**src/rtl/rst_seq_gen.sv**
```systemverilog
// Multi-channel reset sequencer: releases CHANNELS reset domains in ascending
// order after a hold time, supports soft re-sequencing and a divided clock enable.
//
// state     | meaning
// ----------+-------------------------------------------------------------
// S_HOLD    | all channels in reset, counting the hold time to channel 0
// S_RELEASE | channels 0..idx-1 released, counting the step to channel idx
// S_DONE    | all channels released; a soft request restarts the sequence
module rst_seq_gen #(
   parameter int CHANNELS    = 4,
   parameter int HOLD_CYCLES = 16,
   parameter int STEP_CYCLES = 8,
   parameter int CLKEN_DIV   = 4
) (
   input  logic                clk,
   input  logic                srst,
   input  logic                soft_req,
   output logic                soft_ack,
   output logic [CHANNELS-1:0] ch_srst,
   output logic [CHANNELS-1:0] ch_srstn,
   output logic                seq_done,
   output logic                clk_en
);

   localparam int MAX_HS = (HOLD_CYCLES > STEP_CYCLES) ? HOLD_CYCLES : STEP_CYCLES;
   localparam int MAX_C  = (MAX_HS > CLKEN_DIV) ? MAX_HS : CLKEN_DIV;
   localparam int CW     = $clog2(MAX_C + 1);
   localparam int IW     = (CHANNELS > 1) ? $clog2(CHANNELS) : 1;

   localparam logic [CW-1:0] HOLD_TC = CW'(HOLD_CYCLES - 1);
   localparam logic [CW-1:0] STEP_TC = CW'(STEP_CYCLES - 1);
   localparam logic [CW-1:0] DIV_TC  = CW'(CLKEN_DIV - 1);
   localparam logic [IW-1:0] LAST_CH = IW'(CHANNELS - 1);

   typedef enum logic [1:0] {
      S_HOLD,
      S_RELEASE,
      S_DONE
   } state_t;

   state_t        state;
   logic [CW-1:0] cnt;
   logic [IW-1:0] idx;
   logic [CW-1:0] div_cnt;

   // Release order is strictly ascending, so the reset vector is a left shift
   // that pulls one more zero in from the bottom at each release.
   always_ff @(posedge clk) begin
      if (srst) begin
         state    <= S_HOLD;
         cnt      <= '0;
         idx      <= '0;
         ch_srst  <= '1;
         ch_srstn <= '0;
         seq_done <= 1'b0;
         soft_ack <= 1'b0;
      end else begin
         soft_ack <= 1'b0;
         case (state)
            S_HOLD: begin
               if (cnt == HOLD_TC) begin
                  cnt      <= '0;
                  ch_srst  <= ch_srst << 1;
                  ch_srstn <= ~(ch_srst << 1);
                  if (CHANNELS == 1) begin
                     state    <= S_DONE;
                     seq_done <= 1'b1;
                  end else begin
                     state <= S_RELEASE;
                     idx   <= IW'(1);
                  end
               end else begin
                  cnt <= cnt + 1'b1;
               end
            end
            S_RELEASE: begin
               if (cnt == STEP_TC) begin
                  cnt      <= '0;
                  ch_srst  <= ch_srst << 1;
                  ch_srstn <= ~(ch_srst << 1);
                  if (idx == LAST_CH) begin
                     state    <= S_DONE;
                     seq_done <= 1'b1;
                  end else begin
                     idx <= idx + 1'b1;
                  end
               end else begin
                  cnt <= cnt + 1'b1;
               end
            end
            S_DONE: begin
               if (soft_req) begin
                  state    <= S_HOLD;
                  cnt      <= '0;
                  idx      <= '0;
                  ch_srst  <= '1;
                  ch_srstn <= '0;
                  seq_done <= 1'b0;
                  soft_ack <= 1'b1;
               end
            end
            default: begin
               state    <= S_HOLD;
               cnt      <= '0;
               idx      <= '0;
               ch_srst  <= '1;
               ch_srstn <= '0;
               seq_done <= 1'b0;
            end
         endcase
      end
   end

   // Free-running divider; only srst touches it, the FSM never does.
   always_ff @(posedge clk) begin
      if (srst) begin
         div_cnt <= '0;
         clk_en  <= 1'b0;
      end else if (div_cnt == DIV_TC) begin
         div_cnt <= '0;
         clk_en  <= 1'b1;
      end else begin
         div_cnt <= div_cnt + 1'b1;
         clk_en  <= 1'b0;
      end
   end

endmodule

```
**config.mk**
```make
export PLATFORM = sky130hd
export DESIGN_NAME = rst_seq_gen
export DESIGN_NICKNAME = d
export VERILOG_FILES = /design/src/rtl/rst_seq_gen.sv
export SDC_FILE = /design/constraint.sdc
export NUM_CORES = 1
export LEC_CHECK = 0
export CAP_MARGIN = 20
export CORE_MARGIN = 5
export CORE_UTILIZATION = 40
export DETAILED_ROUTE_END_ITERATION = 8
export GPL_ROUTABILITY_DRIVEN = 0
export PLACE_DENSITY = 0.59
export SLEW_MARGIN = 10
export SYNTH_ARGS = -nofsm -noshare
export SYNTH_HDL_FRONTEND = slang
export SYNTH_SLANG_ARGS = --single-unit
```
**constraint.sdc**
```tcl
create_clock -name clk -period 5.1 [get_ports clk]
set_input_delay 0.765 -clock clk [delete_from_list [all_inputs] [get_ports clk]]
set_output_delay 0.765 -clock clk [all_outputs]
set_load 0.03 [all_outputs]
```
Word level (Yosys, flattened, before mapping). Cells that the tools add are included.

Register bits after elaboration: 25. Input port bits: 3. Logic and storage cells: 59.

Add/subtract/negate cells: 3. Equality and inequality tests: 11. Muxes and demuxes: 26. Bitwise gates (word level): 3. Reductions and logical operators: 7.

Operators by type and width (number): $mux 4 (6); $pmux 4 s3 (2); $mux 5 (3); $pmux 5 s3 (1); $mux 2 (6); $pmux 2 s3 (2); $reduce_and 4->1 (3); $add 5x1->5 const B (2); $ne 2x2->1 const B (5); $eq 5x2->1 const B (1); $eq 5x3->1 const B (1); $eq 5x4->1 const B (1); $mux 1 (5); $eq 2x2->1 const B (2); $not 4->4 (1); $reduce_or 2->1 (2); $pmux 1 s3 (1); $reduce_and 3->1 (1); $add 2x1->2 const B (1); $eq 2x1->1 const B (1); $logic_not 2->1 (1); $not 1->1 (2).

Longest topological paths before layout. Gate-level depths: netlist of run 1.

Word-level depth: 4. Depth in mapped cells: 9.

Least setup slack after synthesis of run 1. No wires, ideal clock.

Path kind: register to register. From: register cnt[0]. To: register idx[1]. Library setup time: 0.067 ns. Arrival: 1.697 ns. Data required time: 5.033 ns. Setup slack: 3.335 ns. Cell stages (with the launch flop): 10. Buffers on the path: 1. Clock period less this slack: 1.765 ns. Path through: dfxtp_1 ha_1 nand3_1 inv_1 ha_1 and2b_2 o22ai_4 buf_6 or3_1 a21oi_2.

Cells in the longest elaborated chain, start to end: 3. Elaborated cells on any way between the ends: 5.

RTL lines: start, declared (line 42) `logic [CW-1:0] cnt;`; start signal, assigned (line 73) `cnt <= cnt + 1'b1;`; start signal, assigned (line 88) `cnt <= cnt + 1'b1;`; $eq 5x3->1 / $eq 5x4->1 (equally long branches) (line 77, 61); $ne 2x2->1 (no source line); $reduce_and 4->1 (no source line) (*); end signal, assigned (line 85) `idx <= idx + 1'b1;`; end, declared (line 43) `logic [IW-1:0] idx;`.

Every way passes the cells marked *; elsewhere a longest branch is shown, timed or not. A chain may end at the register's enable or synchronous reset.

Worst setup path in the final report of run 1.
From: register ch_srst[2]. To: output port ch_srst[2].

RTL lines: start, declared (line 19) `output logic [CHANNELS-1:0] ch_srst,`; start signal, assigned (line 63) `ch_srst <= ch_srst << 1;`; start signal, assigned (line 79) `ch_srst <= ch_srst << 1;`.

No word-level cell between the ends.

==> results by group, run 1 <==
GRT
  – Tot GR Track Use: 11.6%
  – Initial antenna violation count: 0
  – Vias in the first global route: 873
  – Largest net degree at the start of global routing: 18
  – Grt ovf: 0
  – Global-route wire length before repair: 3770 um

Route
  – Met3 routed WL: 57 um
  – Initial drt markers: 22
  – Routed length on met1: 1030 um
  – DR DRC count: 0
  – Routed wire length: about 2100 um
  – Pre-antenna DRT Iters: 4
  – Routed length per instance: 12.8 um
  – Vias per cell: 5.30
  – Antenna Nets Post-Route: 0
  – Met2 wire len: 969 um
  – Via count: roughly 860
  – Max Used Layer: met4

Critical path
  – WS Path Type: reg2out
  – Critical path peak fanout: 3
  – Endpoint class of the critical path: primary output
  – CP delay by family, top: buffers and inverters
  – Worst path bufs/invs: 1
  – WP data arrival: 1.37 ns
  – CP cell instances: clkdlybuf4s50_1
  – Crit-path slowest cell: clkdlybuf4s50_1
  – CP startpoint kind: register
  – Critical path's largest stage delay: 0.68 ns
  – Crit path required time: 4.34 ns

Placed design
  – Hpwl dp: 1480 um
  – Pre-CTS setup slack: 2.69 ns
  – Number of port buffers: 13
  – Post-placement cell count: 158

Synth
  – Synth area leader: dfxtp_1
  – Sequential fraction of the synthesis area: a little under half
  – Synth Instances: 119
  – Async SR Flop Fraction: 0%
  – Main synth FF type: dfxtp_1
  – Yosys warns: 0
  – Synth top area share: 45.2%
  – Synthesized flop and latch total: 25
  – Syn Nets: 127
  – Mean post-synth cell area: 9.31 um2
  – Netlist cell types: 39
  – Synthesized area: 1110 um2
  – Area contributors post-synth: dfxtp_1 (45%), ha_1 (5.6%), nor2_1 (3.7%), a21oi_1 (3.6%), inv_1 (2.7%)
  – Number of flops mapped to enable cells by yosys: 0

Layout
  – Share of layout cells above drive strength 1: under 10%
  – Final Util: 47.0%
  – Fillers: 277
  – Layout area overhead: 15.0%
  – Nets: 140
  – Antenna Cells: 0
  – Commonest cells after routing, fill and taps aside: dfxtp_1 (25), clkdlybuf4s50_1 (13), nor2_1 (11)
  – Commonest non-fill, non-tap cell in the layout: dfxtp_1
  – Non-filler cells, final: 162

Timing
  – Final Hold Vio Count: 0
  – Slew margin rel.: 55.1%
  – RSZ-0062 raised after global routing: false
  – Setup slack after layout: 2.96 ns
  – Tmin final: 2.14 ns
  – Clock Skews: around 0.0055 ns
  – Final worst path period share: 41.9%
  – Final Max Tran Viols: 0
  – Worst slew pin tran: 0.672 ns
  – Fmax: 468 MHz
  – Final setup fails: 0
  – TNS Setup: 0 ns

Die
  – Boundary Pins: 14
  – Initial Util: 40.9%
  – Row Count: 19
  – Die H: 62.6 um
  – Core area: 2710 um2
  – Full die area: approximately 3900 um2
  – Die Span X: 62.6 um

Clock tree
  – CTS tree: built
  – Hold buffers post-CTS: 0
  – CTS root buf: clkbuf_4
  – Clock Tree Buf Depth: 2
  – Clock latency on the worst-skew pair: 0.31 ns
  – CTS sink cnt: 25
  – CTS resizes: 0
  – CTS buffer count: 3
  – H-tree depth: 1
  – Postcts setup bufs: 0
  – Clock slew at reported path FFs: about 0.13 ns

Power and ir drop
  – Pwr/cell area: 242 nW/um2
  – IR drop worst, VDD: 0.156 mV
  – Leakage: 0.495 nW

Run status
  – Status: completed

Flow run
  – MaxCap Viol Count: 0

Hold path
  – Worst min-delay path class: reg2reg
-- metal layers --
layer  vias up  global-route usage (%)
met5         -                       0
li1        444                       -
met4         0                    5.57
met3         2                    1.98
met2        11                    19.3
met1       402                    14.3
-- flip-flops by register name (all words and copies together) (netlist names) --
| name | count |
|---|---|
| soft_ack | 1 |
| ch_srstn | 4 |
| ch_srst | 4 |
| idx | 2 |
| seq_done | 1 |
| clk_en | 1 |
| state | 2 |
| div_cnt | 5 |
| cnt | 5 |
-- kinds of logic after synthesis --
family | synth area share (%)
AOI/OAI and AO/OA | 19.4
muxes | 1.81
adders and majority gates | 5.65
buffers and inverters | 5.31
DFF | 45.2
and+or+nand+nor | 20.2
xor gates and xnor gates | 2.37
-- synthesized netlist by cell type (all sizes together), types with 3 or more instances --
cell type,number
a21o,3
nand2,8
a21oi,9
nand3,4
nand2b,5
ha,5
or3,4
buf,3
dfxtp,25
inv,8
o21ai,3
nor2,11
nor3,3
-- where the power goes --
group | internal [mW] | switching (mW)
clock | 0.0305 | 0.0553
sequential | 0.201 | 0.00398
combinational | 0.00824 | 0.0100
total | 0.239 | 0.0693
-- per-stage QoR --
stage	hold WS [ns]	area [um2]	total power, mW
2_1_floorplan	0.418	1110	0.221
3_3_place_gp	0.427	1250	0.226
3_5_place_dp	0.438	1250	0.228
4_1_cts	0.457	1270	0.314
5_1_grt	0.478	1270	0.329
6_report	0.452	1270	0.309
-- worst paths after layout --
check	startpoint	to	slack, ns	cells past startpoint
setup / recovery	ch_srst[2]	ch_srst[2]	2.96	1
hold / removal	div_cnt[0]	div_cnt[0]	0.45	1
setup reg to reg	cnt[0]	ch_srst[2]	3.14	8
hold reg to reg	div_cnt[0]	div_cnt[0]	0.45	1
-- layout make-up --
type	count	area, um2	share of cell area (%)
inverter	8	30.0	2.36
sequential	25	500	39.3
multi-input combinational	81	548	43.0
timing repair buffer	13	130	10.2
tap	31	38.8	3.05
clock buffer	4	26.3	2.06
(Power assumes the default switching activity.)
==> run 2: changes to the inputs <==
--- a/config.mk
+++ b/config.mk
@@ -10,7 +10,7 @@
 export CORE_UTILIZATION = 40
 export DETAILED_ROUTE_END_ITERATION = 8
 export GPL_ROUTABILITY_DRIVEN = 0
-export PLACE_DENSITY = 0.59
+export PLACE_DENSITY = 0.61
 export SLEW_MARGIN = 10
 export SYNTH_ARGS = -nofsm -noshare
 export SYNTH_HDL_FRONTEND = slang
==> constraint.sdc (replaced) <==
create_clock -name clk -period 1.75 [get_ports clk]
set_input_delay 0.2625 -clock clk [delete_from_list [all_inputs] [get_ports clk]]
set_output_delay 0.2625 -clock clk [all_outputs]
set_load 0.03 [all_outputs]
==> run 2 against run 1 <==
Compared with the run above: utilization increased by 4.5 points; first-iteration DRC count decreased by 9.1%; clock power increased to 2.9 times the previous value; combinational power increased to 4.0 times the previous value; final cell count increased by 5.6%; final area increased by 9.6%; critical path depth increased by 7; non-clock buffer count increased by 8; global-route usage increased by 0.66 points; routed wire length increased by 7.7%; critical path type is now reg2reg; critical endpoint is now ch_srst[1].
==> results by group, run 2 (synthesis results as in run 1) <==
Layout
  – Nets: 149 (+6.4%)
  – Commonest non-fill, non-tap cell in the layout: dfxtp_1
  – Design area: 1400 um2 (+9.6%)
  – Commonest cells after routing, fill and taps aside: dfxtp_1 (23), clkdlybuf4s50_1 (13), nor2_1 (11)
  – Top flop regs: cnt (5), div_cnt (5)
  – Antenna Cells: 0 (unchanged)
  – Layout area overhead: 26.1%
  – Fillers: 277 (unchanged)
  – Share of layout cells above drive strength 1: 19.3% (+12 points)

Timing
  – Final Max Tran Viols: 0 (unchanged)
  – Fmax: ~580 MHz
  – Final setup fails: 0 (unchanged)
  – Clock Skews: 0.00357 ns (-0.00192 ns)
  – Worst slew pin tran: 0.490 ns (-0.182 ns)
  – RSZ-0062 raised after global routing: true
  – Tmin final: ~1.7 ns
  – Final Hold Vio Count: 0 (unchanged)
  – WHS: 0.470 ns (+0.0179 ns)
  – Final worst path period share: 97.7%
  – Slew margin rel.: 67.0% (+12 points)

Critical path
  – Worst path bufs/invs: 1 (unchanged)
  – Endpoint class of the critical path: register
  – Critical path peak fanout: 5 (+2)
  – Reg2reg setup slack: 0.04 ns (-3.10 ns)
  – CP startpoint kind: register
  – WS Path Type: reg2reg
  – CP delay by family, top: simple AND/OR/NAND/NOR gates
  – Crit Reg-Reg Startpoint: cnt[1]
  – WP data arrival: 1.93 ns (+0.56 ns)
  – Most Frequent Cell on Critical Path: ha_4
  – Crit-path slowest cell: dfxtp_2
  – Crit path required time: 1.97 ns (-2.37 ns)
  – Critical path's largest stage delay: 0.37 ns (-0.31 ns)
  – Worst R2R End: ch_srst[1]
  – CP cell instances: ha_4, nand3_4, inv_2, ha_4, and2b_2, o22ai_4, or3_4, a21o_1
  – Reg2Reg Depth: 8 (unchanged)

Die
  – Boundary Pins: 14 (unchanged)
  – Full die area: 3920 um2 (unchanged)
  – Row Count: 19 (unchanged)
  – Core area: 2710 um2 (unchanged)
  – Initial Util: 40.9% (unchanged)
  – Die Span X: 62.6 um (unchanged)
  – Die H: 62.6 um (unchanged)

Route
  – Via count: 894 (+4.1%)
  – Routed length per instance: 13.1 um (+2.0%)
  – Initial drt markers: 20 (-9.1%)
  – Routed wire length: 2230 um (+7.7%)
  – Antenna Nets Post-Route: 0 (unchanged)
  – Vias per cell: 5.23 (-1.4%)
  – Pre-antenna DRT Iters: 3 (-1)
  – DR DRC count: 0 (unchanged)

Clock tree
  – CTS sink cnt: 25 (unchanged)
  – Clock Tree Buf Depth: 2 (unchanged)
  – CTS tree: built
  – CTS buffer count: 3 (unchanged)
  – Clock slew at reported path FFs: 0.13 ns (about the same)
  – H-tree depth: 1 (unchanged)
  – Clock latency on the worst-skew pair: 0.31 ns (about the same)
  – CTS root buf: clkbuf_4

Placed design
  – Cell Area, Placed: 1300 um2 (+3.9%)
  – Number of port buffers: 13 (unchanged)
  – Hpwl dp: 1550 um (+4.6%)

Power and ir drop
  – IR drop worst, VDD: 0.486 mV (+210%)
  – Leakage: 0.537 nW (+8.5%)
  – Pwr/cell area: 661 nW/um2 (+170%)
  – Design Power: 0.924 mW (+200%)

Hold path
  – Worst min-delay path class: reg2reg
  – Hold Crit Endpoint: div_cnt[0]
  – Hold depth: 1 (unchanged)
  – Hold_sp: div_cnt[0]

GRT
  – Vias in the first global route: 952 (+9.0%)
  – Grt ovf: 0 (unchanged)
  – Global-route wire length before repair: 4000 um (+6.2%)
  – Largest net degree at the start of global routing: 14 (-4)
  – Tot GR Track Use: 12.2% (+0.66 points)
  – Initial antenna violation count: 0 (unchanged)

Run status
  – Status: completed

Flow run
  – MaxCap Viol Count: 0 (unchanged)
[run 2: cell count changes in the layout (fill, tap and decap cells not counted), moves of 2 or more]
cell,before,now
buf_4,0,8
dfxtp_1,25,23
dfxtp_2,0,2
ha_1,5,3
ha_4,0,2
or3_1,4,2
or3_4,0,2
[run 2: per-stage QoR]
step / util [%] / cells / setup WS (ns) / TNS, ns
floorplan: - / 119 / 0.0106 / 0
global placement: 47.8 / 164 / 0.0158 / 0
detailed placement: 47.8 / 164 / -0.0686 / -0.134
CTS: 50.7 / 171 / 0.000671 / 0
global route: 51.5 / 171 / -0.0400 / -0.0967
finish: 51.5 / 171 / 0.0404 / 0
[run 2: timing repair]
action,4_1_cts,5_1_grt
cloned,1,0
endpoints found under the setup margin,6,8
setup buffers,2,0
resized for setup,5,4
pin swaps,1,1
endpoints found under the hold margin,0,0
hold buffers,0,0
[run 2: final cells by class]
class | count | area [um2] | area share [%]
clock buffer | 4 | 26.3 | 1.88
inverter | 8 | 30.0 | 2.15
multi-input combinational | 82 | 608 | 43.5
sequential | 25 | 503 | 36.0
tap | 31 | 38.8 | 2.78
timing repair buffer | 21 | 190 | 13.6
[run 2: worst max-delay path by stage]
stage | startpoint | to | slack (ns) | cells past startpoint
2_1_floorplan | cnt[1] | idx[1] | 0.01 | 9
3_3_place_gp | cnt[1] | ch_srst[1] | 0.02 | 8
3_5_place_dp | cnt[1] | ch_srst[1] | -0.07 | 8
4_1_cts | cnt[1] | ch_srst[1] | 0.0007 | 8
5_1_grt | cnt[1] | ch_srst[1] | -0.04 | 8
6_report | cnt[1] | ch_srst[1] | 0.04 | 8
[run 2: metal layers]
| metal | GRT usage [%] | part of all wire [%] | vias up |
|---|---|---|---|
| li1 | - | - | 462 |
| met1 | 15.2 | 48 | 413 |
| met2 | 20.5 | 47 | 15 |
| met3 | 2.34 | 3.2 | 4 |
| met4 | 5.31 | 1.3 | 0 |
| met5 | 0 | 0 | - |
[run 2: power by group]
group	internal, mW	leakage [nW]	switching [mW]	total (mW)
combinational	0.0375	0.319	0.0352	0.0726
sequential	0.585	0.203	0.0124	0.598
clock	0.0890	0.0150	0.164	0.253
[run 2: worst register-to-register path: stages, from the launching register on]
cell	delay, ns
dfxtp_2	0.37
ha_4	0.15
nand3_4	0.08
inv_2	0.08
ha_4	0.13
and2b_2	0.20
o22ai_4	0.11
or3_4	0.34
a21o_1	0.16
